**src/rtl/apb_bridge_pkg.sv**
```systemverilog
// Shared types for the native-bus to APB bridge: FSM state and arbiter grant.
package apb_bridge_pkg;

  typedef enum logic [1:0] {
    IDLE   = 2'd0,
    SETUP  = 2'd1,
    ACCESS = 2'd2,
    DONE   = 2'd3
  } apb_state_t;

  typedef enum logic {
    GRANT_WR = 1'b0,
    GRANT_RD = 1'b1
  } grant_t;

endpackage

```
**src/rtl/apb_native_bridge_if.sv**
```systemverilog
// Bundle of the native request/response channels and the APB3 master bus.
// modport master: the bridge view (takes native requests, drives APB).
// modport slave:  the environment view (native-bus master plus APB slave).
interface apb_native_bridge_if #(
  parameter int ADDR_W = 8,
  parameter int DATA_W = 8
);
  logic              write_req;
  logic [ADDR_W-1:0] write_addr;
  logic [DATA_W-1:0] write_data;
  logic              write_ack;
  logic              write_err;
  logic              read_req;
  logic [ADDR_W-1:0] read_addr;
  logic [DATA_W-1:0] read_data;
  logic              read_ack;
  logic              read_err;
  logic [ADDR_W-1:0] paddr;
  logic              pwrite;
  logic              psel;
  logic              penable;
  logic [DATA_W-1:0] pwdata;
  logic [DATA_W-1:0] prdata;
  logic              pready;
  logic              pslverr;

  modport master (
    input  write_req, write_addr, write_data, read_req, read_addr,
    input  prdata, pready, pslverr,
    output write_ack, write_err, read_data, read_ack, read_err,
    output paddr, pwrite, psel, penable, pwdata
  );

  modport slave (
    output write_req, write_addr, write_data, read_req, read_addr,
    output prdata, pready, pslverr,
    input  write_ack, write_err, read_data, read_ack, read_err,
    input  paddr, pwrite, psel, penable, pwdata
  );
endinterface

```
**src/rtl/apb_bridge_wdog.sv**
```systemverilog
// pready watchdog: counts ACCESS cycles with pready low and flags expiry on
// the wait cycle that brings the count to TIMEOUT, so the FSM leaves ACCESS
// on that same edge. Only instantiated when APB_BRIDGE_TIMEOUT_EN is defined.
module apb_bridge_wdog #(
  parameter int TIMEOUT = 16
) (
  input  logic pclk,
  input  logic presetn,
  input  logic clear,
  input  logic count_en,
  output logic expired
);
  localparam int CW = $clog2(TIMEOUT + 1);
  localparam logic [CW-1:0] LAST_WAIT = CW'(TIMEOUT - 1);

  logic [CW-1:0] count_reg;

  // Wait-cycle counter, cleared on the way into ACCESS.
  always_ff @(posedge pclk or negedge presetn) begin
    if (!presetn) begin
      count_reg <= '0;
    end else if (clear) begin
      count_reg <= '0;
    end else if (count_en) begin
      count_reg <= count_reg + CW'(1);
    end
  end

  assign expired = count_en && (count_reg == LAST_WAIT);
endmodule

```
**src/rtl/apb_native_bridge.sv**
```systemverilog
// Native-bus to APB3 master bridge with round-robin write/read arbitration.
// Optional pready watchdog compiled in with APB_BRIDGE_TIMEOUT_EN.
module apb_native_bridge
  import apb_bridge_pkg::*;
#(
  parameter int ADDR_W  = 8,
  parameter int DATA_W  = 8,
  parameter int TIMEOUT = 16
) (
  input logic               pclk,
  input logic               presetn,
  apb_native_bridge_if.master bus
);
  apb_state_t        state_reg, state_next;
  grant_t            last_grant_reg, grant_pick;
  logic [ADDR_W-1:0] paddr_reg;
  logic              pwrite_reg;
  logic [DATA_W-1:0] pwdata_reg;
  logic [DATA_W-1:0] read_data_reg;
  logic              err_reg;
  logic              expired;
  logic              any_req;
  logic              done;

  if (TIMEOUT < 1) begin : g_timeout_check
    $error("apb_native_bridge: TIMEOUT must be at least 1");
  end

  assign any_req = bus.write_req | bus.read_req;
  assign done    = (state_reg == DONE);

`ifdef APB_BRIDGE_TIMEOUT_EN
  apb_bridge_wdog #(.TIMEOUT(TIMEOUT)) u_wdog (
    .pclk     (pclk),
    .presetn  (presetn),
    .clear    (state_reg == SETUP),
    .count_en ((state_reg == ACCESS) && !bus.pready),
    .expired  (expired)
  );
`else
  assign expired = 1'b0;
`endif

  // Round-robin pick: a lone request wins, a tie goes to the channel not served last.
  always_comb begin
    grant_pick = GRANT_RD;
    if (bus.write_req && bus.read_req) begin
      grant_pick = (last_grant_reg == GRANT_RD) ? GRANT_WR : GRANT_RD;
    end else if (bus.write_req) begin
      grant_pick = GRANT_WR;
    end
  end

  // State register.
  always_ff @(posedge pclk or negedge presetn) begin
    if (!presetn) begin
      state_reg <= IDLE;
    end else begin
      state_reg <= state_next;
    end
  end

  // Next-state logic; pready takes priority over a simultaneous watchdog expiry.
  always_comb begin
    state_next = state_reg;
    case (state_reg)
      IDLE:    if (any_req) state_next = SETUP;
      SETUP:   state_next = ACCESS;
      ACCESS:  if (bus.pready || expired) state_next = DONE;
      DONE:    state_next = IDLE;
      default: state_next = IDLE;
    endcase
  end

  // Transfer capture in IDLE and response capture at the end of ACCESS.
  always_ff @(posedge pclk or negedge presetn) begin
    if (!presetn) begin
      last_grant_reg <= GRANT_RD;
      paddr_reg      <= '0;
      pwrite_reg     <= 1'b0;
      pwdata_reg     <= '0;
      read_data_reg  <= '0;
      err_reg        <= 1'b0;
    end else begin
      if (state_reg == IDLE && any_req) begin
        last_grant_reg <= grant_pick;
        pwrite_reg     <= (grant_pick == GRANT_WR);
        if (grant_pick == GRANT_WR) begin
          paddr_reg  <= bus.write_addr;
          pwdata_reg <= bus.write_data;
        end else begin
          paddr_reg  <= bus.read_addr;
        end
      end
      if (state_reg == ACCESS) begin
        if (bus.pready) begin
          err_reg <= bus.pslverr;
          if (!pwrite_reg) read_data_reg <= bus.prdata;
        end else if (expired) begin
          err_reg <= 1'b1;
          if (!pwrite_reg) read_data_reg <= '1;
        end
      end
    end
  end

  // Outputs decoded from the state; acks and error flags only in DONE.
  always_comb begin
    bus.psel      = (state_reg == SETUP) || (state_reg == ACCESS);
    bus.penable   = (state_reg == ACCESS);
    bus.write_ack = done && pwrite_reg;
    bus.read_ack  = done && !pwrite_reg;
    bus.write_err = done && pwrite_reg && err_reg;
    bus.read_err  = done && !pwrite_reg && err_reg;
    bus.paddr     = paddr_reg;
    bus.pwrite    = pwrite_reg;
    bus.pwdata    = pwdata_reg;
    bus.read_data = read_data_reg;
  end
endmodule

```
**src/flat_wrapper.sv**
```systemverilog
// flat-port wrapper written by rule: the top's interface ports become plain ports
module apb_native_bridge_flat import apb_bridge_pkg::*;
#(
  parameter int ADDR_W  = 8,
  parameter int DATA_W  = 8,
  parameter int TIMEOUT = 16
)
  (pclk, presetn, bus_write_req, bus_write_addr, bus_write_data, bus_read_req, bus_read_addr, bus_prdata, bus_pready, bus_pslverr, bus_write_ack, bus_write_err, bus_read_data, bus_read_ack, bus_read_err, bus_paddr, bus_pwrite, bus_psel, bus_penable, bus_pwdata);
  apb_native_bridge_if #(.ADDR_W(ADDR_W), .DATA_W(DATA_W)) bus_i ();
  input logic pclk;
  input logic presetn;
  input wire logic [$bits(bus_i.write_req)-1:0] bus_write_req;
  input wire logic [$bits(bus_i.write_addr)-1:0] bus_write_addr;
  input wire logic [$bits(bus_i.write_data)-1:0] bus_write_data;
  input wire logic [$bits(bus_i.read_req)-1:0] bus_read_req;
  input wire logic [$bits(bus_i.read_addr)-1:0] bus_read_addr;
  input wire logic [$bits(bus_i.prdata)-1:0] bus_prdata;
  input wire logic [$bits(bus_i.pready)-1:0] bus_pready;
  input wire logic [$bits(bus_i.pslverr)-1:0] bus_pslverr;
  output wire logic [$bits(bus_i.write_ack)-1:0] bus_write_ack;
  output wire logic [$bits(bus_i.write_err)-1:0] bus_write_err;
  output wire logic [$bits(bus_i.read_data)-1:0] bus_read_data;
  output wire logic [$bits(bus_i.read_ack)-1:0] bus_read_ack;
  output wire logic [$bits(bus_i.read_err)-1:0] bus_read_err;
  output wire logic [$bits(bus_i.paddr)-1:0] bus_paddr;
  output wire logic [$bits(bus_i.pwrite)-1:0] bus_pwrite;
  output wire logic [$bits(bus_i.psel)-1:0] bus_psel;
  output wire logic [$bits(bus_i.penable)-1:0] bus_penable;
  output wire logic [$bits(bus_i.pwdata)-1:0] bus_pwdata;
  assign bus_i.write_req = bus_write_req;
  assign bus_i.write_addr = bus_write_addr;
  assign bus_i.write_data = bus_write_data;
  assign bus_i.read_req = bus_read_req;
  assign bus_i.read_addr = bus_read_addr;
  assign bus_i.prdata = bus_prdata;
  assign bus_i.pready = bus_pready;
  assign bus_i.pslverr = bus_pslverr;
  assign bus_write_ack = bus_i.write_ack;
  assign bus_write_err = bus_i.write_err;
  assign bus_read_data = bus_i.read_data;
  assign bus_read_ack = bus_i.read_ack;
  assign bus_read_err = bus_i.read_err;
  assign bus_paddr = bus_i.paddr;
  assign bus_pwrite = bus_i.pwrite;
  assign bus_psel = bus_i.psel;
  assign bus_penable = bus_i.penable;
  assign bus_pwdata = bus_i.pwdata;
  apb_native_bridge #(.ADDR_W(ADDR_W), .DATA_W(DATA_W), .TIMEOUT(TIMEOUT)) u_core (.pclk(pclk), .presetn(presetn), .bus(bus_i));
endmodule
```
**config.mk**
```make
export PLATFORM = sky130hd
export DESIGN_NAME = apb_native_bridge_flat
export DESIGN_NICKNAME = d
export VERILOG_FILES = /design/src/rtl/apb_bridge_pkg.sv /design/src/rtl/apb_native_bridge_if.sv /design/src/rtl/apb_bridge_wdog.sv /design/src/rtl/apb_native_bridge.sv /design/src/flat_wrapper.sv
export SDC_FILE = /design/constraint.sdc
export NUM_CORES = 1
export LEC_CHECK = 0
export BUFFER_PORTS_ARGS = -buffer_cell sky130_fd_sc_hd__buf_2
export CORE_MARGIN = 10
export CORE_UTILIZATION = 40
export CTS_CLUSTER_DIAMETER = 150
export DETAILED_ROUTE_END_ITERATION = 7
export HOLD_SLACK_MARGIN = 0.06
export MAX_ROUTING_LAYER = met4
export PLACE_DENSITY = 0.75
export SLEW_MARGIN = 10
export SYNTH_ARGS = -nofsm -noshare
export SYNTH_HDL_FRONTEND = slang
export SYNTH_SLANG_ARGS = --single-unit
```
**constraint.sdc**
```tcl
create_clock -name pclk -period 1.3 [get_ports pclk]
set_input_delay 0.13 -clock pclk [delete_from_list [all_inputs] [get_ports pclk]]
set_output_delay 0.13 -clock pclk [all_outputs]
set_load 0.02 [all_outputs]
```
=== Word level (Yosys, flattened, before mapping) ===
Cells that the tools add are included.

* Reduce and logical (&&, ||, !) cells: 13
* Equal/unequal tests: 5
* Multiplexer cells: 7
* Bitwise operators: 3

{| class="wikitable"
|+ Operators by type and width
! operator !! number
|-
| $mux W8 || 1
|-
| $pmux W2 S4 || 1
|-
| $logic_and A1 B1 Y1 || 6
|-
| $reduce_and A2 Y1 || 3
|-
| $eq A2 B2 Y1 const B || 2
|-
| $mux W2 || 2
|-
| $mux W1 || 3
|-
| $reduce_and A3 Y1 || 1
|-
| $eq A2 B1 Y1 const B || 1
|-
| $logic_not A2 Y1 || 1
|-
| $ne A2 B1 Y1 const B || 1
|-
| $ne A2 B2 Y1 const B || 1
|-
| $not A1 Y1 || 2
|-
| $logic_not A1 Y1 || 1
|-
| $logic_or A1 B1 Y1 || 1
|-
| $or A1 B1 Y1 || 1
|}

* Register bits after elaboration: 29
* Word-level logic and storage cells: 35
* Input port bits: 38

=== Longest topological paths before layout ===
* Depth after elaboration: 4
* Depth in mapped cells: 6

=== Least setup slack after synthesis ===
Ideal clock, no wire load.

* Path type: flip-flop to flip-flop
* Start: reg u_core.state_reg[0]
* End: reg u_core.state_reg[1]
* Setup time: 0.125 ns
* Data arrival time: 1.311 ns
* Cell stages (with the launch flop): 6
* Path slack: -0.136 ns
* Cells stage by stage: dfrtp_1 inv_1 ha_1 nor3b_1 a21oi_1 mux2_2

* Cells in the longest elaborated chain, start to end: 3
* Elaborated cells on any way between the ends: 8
* Classes of those cells: eq/ne: 5; mux: 1; reduce/logical: 2

{| class="wikitable"
|+ RTL lines
! element !! RTL line !! text
|-
| from (decl) || apb_native_bridge.sv:14 || <nowiki>apb_state_t state_reg, state_next;</nowiki>
|-
| from (signal assigned) || apb_native_bridge.sv:59 || <nowiki>state_reg <= state_next;</nowiki>
|-
| $eq A2 B2 Y1 or $logic_not A2 Y1 (tied branches) || apb_native_bridge.sv:66 || <nowiki>case (state_reg)</nowiki>
|-
| $ne A2 B2 Y1 (no source line) or $ne A2 B1 Y1 (tied branches) || -- ||
|-
| $reduce_and A2 Y1 (no source line) || -- ||
|}

Several ways; a longest one is shown, not always the timed one.
A chain may end at the register's enable or synchronous reset.

=== Worst setup path after layout ===
* Start: reg u_core.state_reg[1]
* End: out bus_penable

* Cells in the longest elaborated chain, start to end: 1

{| class="wikitable"
|+ RTL lines
! element !! RTL line !! text
|-
| $eq A2 B2 Y1 || apb_native_bridge.sv:110 || <nowiki>bus.penable = (state_reg == ACCESS);</nowiki>
|-
| to (decl) || flat_wrapper.sv:28 || <nowiki>output wire logic [$bits(bus_i.penable)-1:0] bus_penable;</nowiki>
|}

Every way passes these cells.

==> report_table.html <==
<table>
<tr><th>Metric</th><th>Value</th></tr>
<tr><th colspan="2">Outcome</th></tr>
<tr><td>Result of the run</td><td>finished with violations</td></tr>
<tr><td>Violated checks</td><td>negative setup slack</td></tr>
<tr><th colspan="2">Timing</th></tr>
<tr><td>Max Clock Freq</td><td>0.6889 GHz</td></tr>
<tr><td>Worst Tran Pin Value</td><td>0.6301 ns</td></tr>
<tr><td>Number of pins with negative max-slew slack in the final report</td><td>0</td></tr>
<tr><td>Final Hold Violating Endpoints</td><td>0</td></tr>
<tr><td>Final critical path time including I/O delays and setup</td><td>1.452 ns</td></tr>
<tr><td>Number of setup violations in the final report</td><td>34</td></tr>
<tr><td>Final hold slack</td><td>0.08683 ns</td></tr>
<tr><td>Worst setup slack after layout</td><td>-0.1516 ns</td></tr>
<tr><td>Setup repair after global routing missed its margin</td><td>yes</td></tr>
<tr><td>Max-Slew Margin vs Limit</td><td>0.5799</td></tr>
<tr><td>Final worst path period share</td><td>1.117</td></tr>
<tr><td>Clock Skews</td><td>0.004747 ns</td></tr>
<tr><th colspan="2">CTS</th></tr>
<tr><td>CTS clk-pin slew, worst paths</td><td>0.08 ns</td></tr>
<tr><td>Total number of clock tree sinks</td><td>29</td></tr>
<tr><td>Number of buffers added by the clock tree synthesis step</td><td>5</td></tr>
<tr><td>Number of H-tree branching levels</td><td>2</td></tr>
<tr><td>CTS tree</td><td>built</td></tr>
<tr><td>Clock latency at the later pin of the worst-skew pair</td><td>0.31 ns</td></tr>
<tr><td>Library cell used as clock root buffer</td><td>sky130_fd_sc_hd__clkbuf_4</td></tr>
<tr><td>Maximum buffer depth of the clock tree</td><td>2</td></tr>
<tr><th colspan="2">Logic synthesis</th></tr>
<tr><td>Instance count of the mapped netlist</td><td>108</td></tr>
<tr><td>Syn Std Cell Area</td><td>1313 µm²</td></tr>
<tr><td>Synth Register Bits</td><td>29</td></tr>
<tr><td>Syn avg cell area</td><td>12.15 µm²</td></tr>
<tr><td>Number of nets in the synthesized netlist</td><td>151</td></tr>
<tr><td>Unique masters post-synth</td><td>23</td></tr>
<tr><td>Warnings from Yosys</td><td>0</td></tr>
<tr><td>Sequential-to-total area share from yosys stat</td><td>0.5539</td></tr>
<tr><th colspan="2">Placement</th></tr>
<tr><td>Dpl ws</td><td>-0.1188 ns</td></tr>
<tr><td>Placed wire-length estimate</td><td>2.990 mm</td></tr>
<tr><td>Number of buffers added on ports</td><td>68</td></tr>
<tr><td>Routability Congestion</td><td>0.7358</td></tr>
<tr><td>DP Area</td><td>1802 µm²</td></tr>
<tr><th colspan="2">Route</th></tr>
<tr><td>Total wire length after detailed routing</td><td>4.233 mm</td></tr>
<tr><td>Total number of vias</td><td>1289</td></tr>
<tr><td>Average wire length per cell after detail routing</td><td>16.28 µm</td></tr>
<tr><td>Routed Antenna Nets</td><td>0</td></tr>
<tr><td>Drc violations</td><td>0</td></tr>
<tr><td>DRC marker count from the first detailed-route iteration</td><td>23</td></tr>
<tr><td>Router iterations before antenna repair</td><td>4</td></tr>
<tr><td>Post-detailed-route via-to-cell ratio</td><td>4.958</td></tr>
<tr><th colspan="2">Layout</th></tr>
<tr><td>Inserted Diodes</td><td>0</td></tr>
<tr><td>Final design area excluding fillers</td><td>2305 µm²</td></tr>
<tr><td>Layout-stage area growth over the synthesis result</td><td>75.60%</td></tr>
<tr><td>Most frequent cells in the layout</td><td>sky130_fd_sc_hd__buf_2 (62), sky130_fd_sc_hd__dfrtp_1 (27), sky130_fd_sc_hd__dlygate4sd3_1 (18), sky130_fd_sc_hd__buf_6 (11), sky130_fd_sc_hd__buf_4 (11)</td></tr>
<tr><td>Nets@finish</td><td>259</td></tr>
<tr><td>Share of post-route cells with drive strength above 1</td><td>0.6065</td></tr>
<tr><td>Most common library cell in the layout ignoring fill and taps</td><td>sky130_fd_sc_hd__buf_2</td></tr>
<tr><th colspan="2">Power and ir drop</th></tr>
<tr><td>Maximum VDD drop</td><td>1448 µV</td></tr>
<tr><td>Total power draw</td><td>5.658 mW</td></tr>
<tr><td>Leakage power</td><td>1.112 nW</td></tr>
<tr><td>PD cells</td><td>2455 nW/µm²</td></tr>
<tr><th colspan="2">Critical path</th></tr>
<tr><td>Crit Path Max Fanout</td><td>4</td></tr>
<tr><td>Flop-to-flop setup slack</td><td>-0.14 ns</td></tr>
<tr><td>Data required time at the worst endpoint</td><td>1.17 ns</td></tr>
<tr><td>Kind of start point of the critical path</td><td>flop</td></tr>
<tr><td>Critical register-to-register path endpoint</td><td>u_core.state_reg[1]</td></tr>
<tr><td>Kind of capture point of the worst setup path</td><td>output port</td></tr>
<tr><td>Critical path class</td><td>flop to output port</td></tr>
<tr><td>Launching point of the worst reg2reg path</td><td>u_core.state_reg[0]</td></tr>
<tr><td>Critical path capture point</td><td>bus_penable</td></tr>
<tr><td>Timing startpoint of the critical path</td><td>u_core.state_reg[1]</td></tr>
<tr><td>Arrival time of data at the critical path endpoint</td><td>1.32 ns</td></tr>
<tr><td>Reg2reg path depth</td><td>6</td></tr>
<tr><th colspan="2">Global route</th></tr>
<tr><td>Total congestion overflow after global routing</td><td>0</td></tr>
<tr><td>Largest net degree at the start of global routing</td><td>30</td></tr>
<tr><td>GRT Overall Usage</td><td>0.1459</td></tr>
<tr><td>Initial antenna violation count</td><td>0</td></tr>
<tr><td>Wire length of the first global-routing pass</td><td>6.989 mm</td></tr>
<tr><td>Number of global-route vias before repair</td><td>1438</td></tr>
<tr><th colspan="2">Floorplanning</th></tr>
<tr><td>Height of the die</td><td>77.28 µm</td></tr>
<tr><td>Core region area</td><td>3103 µm²</td></tr>
<tr><td>X dimension of the die</td><td>77.28 µm</td></tr>
<tr><td>Area enclosed by the die boundary</td><td>5972 µm²</td></tr>
<tr><td>Number of cell rows</td><td>20</td></tr>
<tr><td>Initial standard-cell utilization of the core</td><td>0.4230</td></tr>
<tr><td>Number of top-level pins</td><td>69</td></tr>
<tr><th colspan="2">Min path</th></tr>
<tr><td>Type of the most critical hold path</td><td>primary input to flop</td></tr>
<tr><th colspan="2">Run</th></tr>
<tr><td>Maxcap violations</td><td>0</td></tr>
</table>
-- Yosys cell counts --
cell type | n | area [µm²]
sky130_fd_sc_hd__buf_4 | 1 | 7.510
sky130_fd_sc_hd__nor2b_1 | 2 | 12.51
sky130_fd_sc_hd__nand3_2 | 1 | 10.01
sky130_fd_sc_hd__ha_1 | 5 | 62.56
sky130_fd_sc_hd__dfrtp_1 | 28 | 700.7
sky130_fd_sc_hd__o21a_1 | 2 | 15.01
sky130_fd_sc_hd__nand2_1 | 1 | 3.750
sky130_fd_sc_hd__buf_6 | 1 | 11.26
sky130_fd_sc_hd__and3_1 | 2 | 12.51
sky130_fd_sc_hd__buf_2 | 2 | 10.01
sky130_fd_sc_hd__o21ai_0 | 9 | 45.04
sky130_fd_sc_hd__a31oi_1 | 8 | 50.05
sky130_fd_sc_hd__a21oi_1 | 1 | 5.000
sky130_fd_sc_hd__inv_1 | 5 | 18.77
sky130_fd_sc_hd__o32a_2 | 1 | 11.26
sky130_fd_sc_hd__nand3_1 | 8 | 40.04
sky130_fd_sc_hd__dfstp_2 | 1 | 26.28
sky130_fd_sc_hd__mux2_2 | 18 | 202.7
sky130_fd_sc_hd__nand2b_1 | 1 | 6.260
sky130_fd_sc_hd__nand3_4 | 1 | 17.52
sky130_fd_sc_hd__nor2_1 | 8 | 30.03
sky130_fd_sc_hd__and2_1 | 1 | 6.260
sky130_fd_sc_hd__nor3b_1 | 1 | 7.510
-- logic make-up (layout without fill, tap and decap cells) --
| kind of cell | count (synthesis) | count (layout) | share of synthesized area |
|---|---|---|---|
| AO/OA/AOI/OAI | 21 | 21 | 0.09627 |
| AND/OR/NAND/NOR | 26 | 27 | 0.1115 |
| multiplexers | 18 | 18 | 0.1544 |
| adder cells (fa/ha/maj) | 5 | 5 | 0.04766 |
| flip-flops | 29 | 29 | 0.5539 |
| buffers and inverters | 9 | 116 | 0.03623 |
-- final cells by class --
class	instances	area, µm²
sequential	29	728.2
timing repair buffer	104	744.5
clock buffer	7	55.05
multi-input combinational	71	695.7
tap	44	55.05
inverter	5	26.28
fill	225	798.3
-- stage by stage --
stage	util	instances	TNS [ns]
floorplan	-	108	-0.07974
global route	0.7427	260	-5.270
finish	0.7427	260	-3.497
CTS	0.7222	256	-3.127
detailed placement	0.5806	228	-1.449
global placement	0.5806	228	-0.3081
-- metal layers --
metal / global-route usage / vias to the layer above / wire (µm)
met2: 0.2458 / 64 / 2047
li1: - / 602 / -
met3: 0.05711 / 9 / 343
met4: 0.04380 / 0 / 101
met5: - / - / 0
met1: 0.1546 / 614 / 1741
-- power breakdown --
part	internal, mW	switching, mW
Clock	0.255	0.278
Sequential	1.38	0.278
Combinational	1.76	1.71
Total	3.40	2.26
-- repair_timing --
action	in CTS	in global routing
endpoints found under the hold margin	45	0
hold buffers	18	0
pin swaps	3	1
cloned	2	0
setup buffers	1	4
setup endpoints to repair	32	34
gates resized for setup	41	7
-- critical path, cell delays in order, from the launching register on --
cell,delay [ns]
sky130_fd_sc_hd__dfrtp_2,0.47
sky130_fd_sc_hd__buf_6,0.15
sky130_fd_sc_hd__ha_4,0.16
sky130_fd_sc_hd__buf_6,0.11
sky130_fd_sc_hd__buf_6,0.12
-- worst min-delay path by stage --
| stage | start | to | slack [ns] | cells past startpoint |
|---|---|---|---|---|
| after floorplan | presetn | u_core.bus.paddr[0] | -0.17 | 0 |
| after global placement | presetn | u_core.bus.paddr[0] | 0.17 | 1 |
| after detailed placement | presetn | u_core.bus.paddr[7] | 0.19 | 1 |
| after CTS | bus_read_addr[6] | u_core.bus.paddr[6] | 0.07 | 3 |
| after global routing | bus_read_addr[5] | u_core.bus.paddr[5] | 0.1 | 3 |
| final | bus_read_addr[0] | u_core.bus.paddr[0] | 0.09 | 3 |
Note: power is estimated with default switching activity, not from simulation.
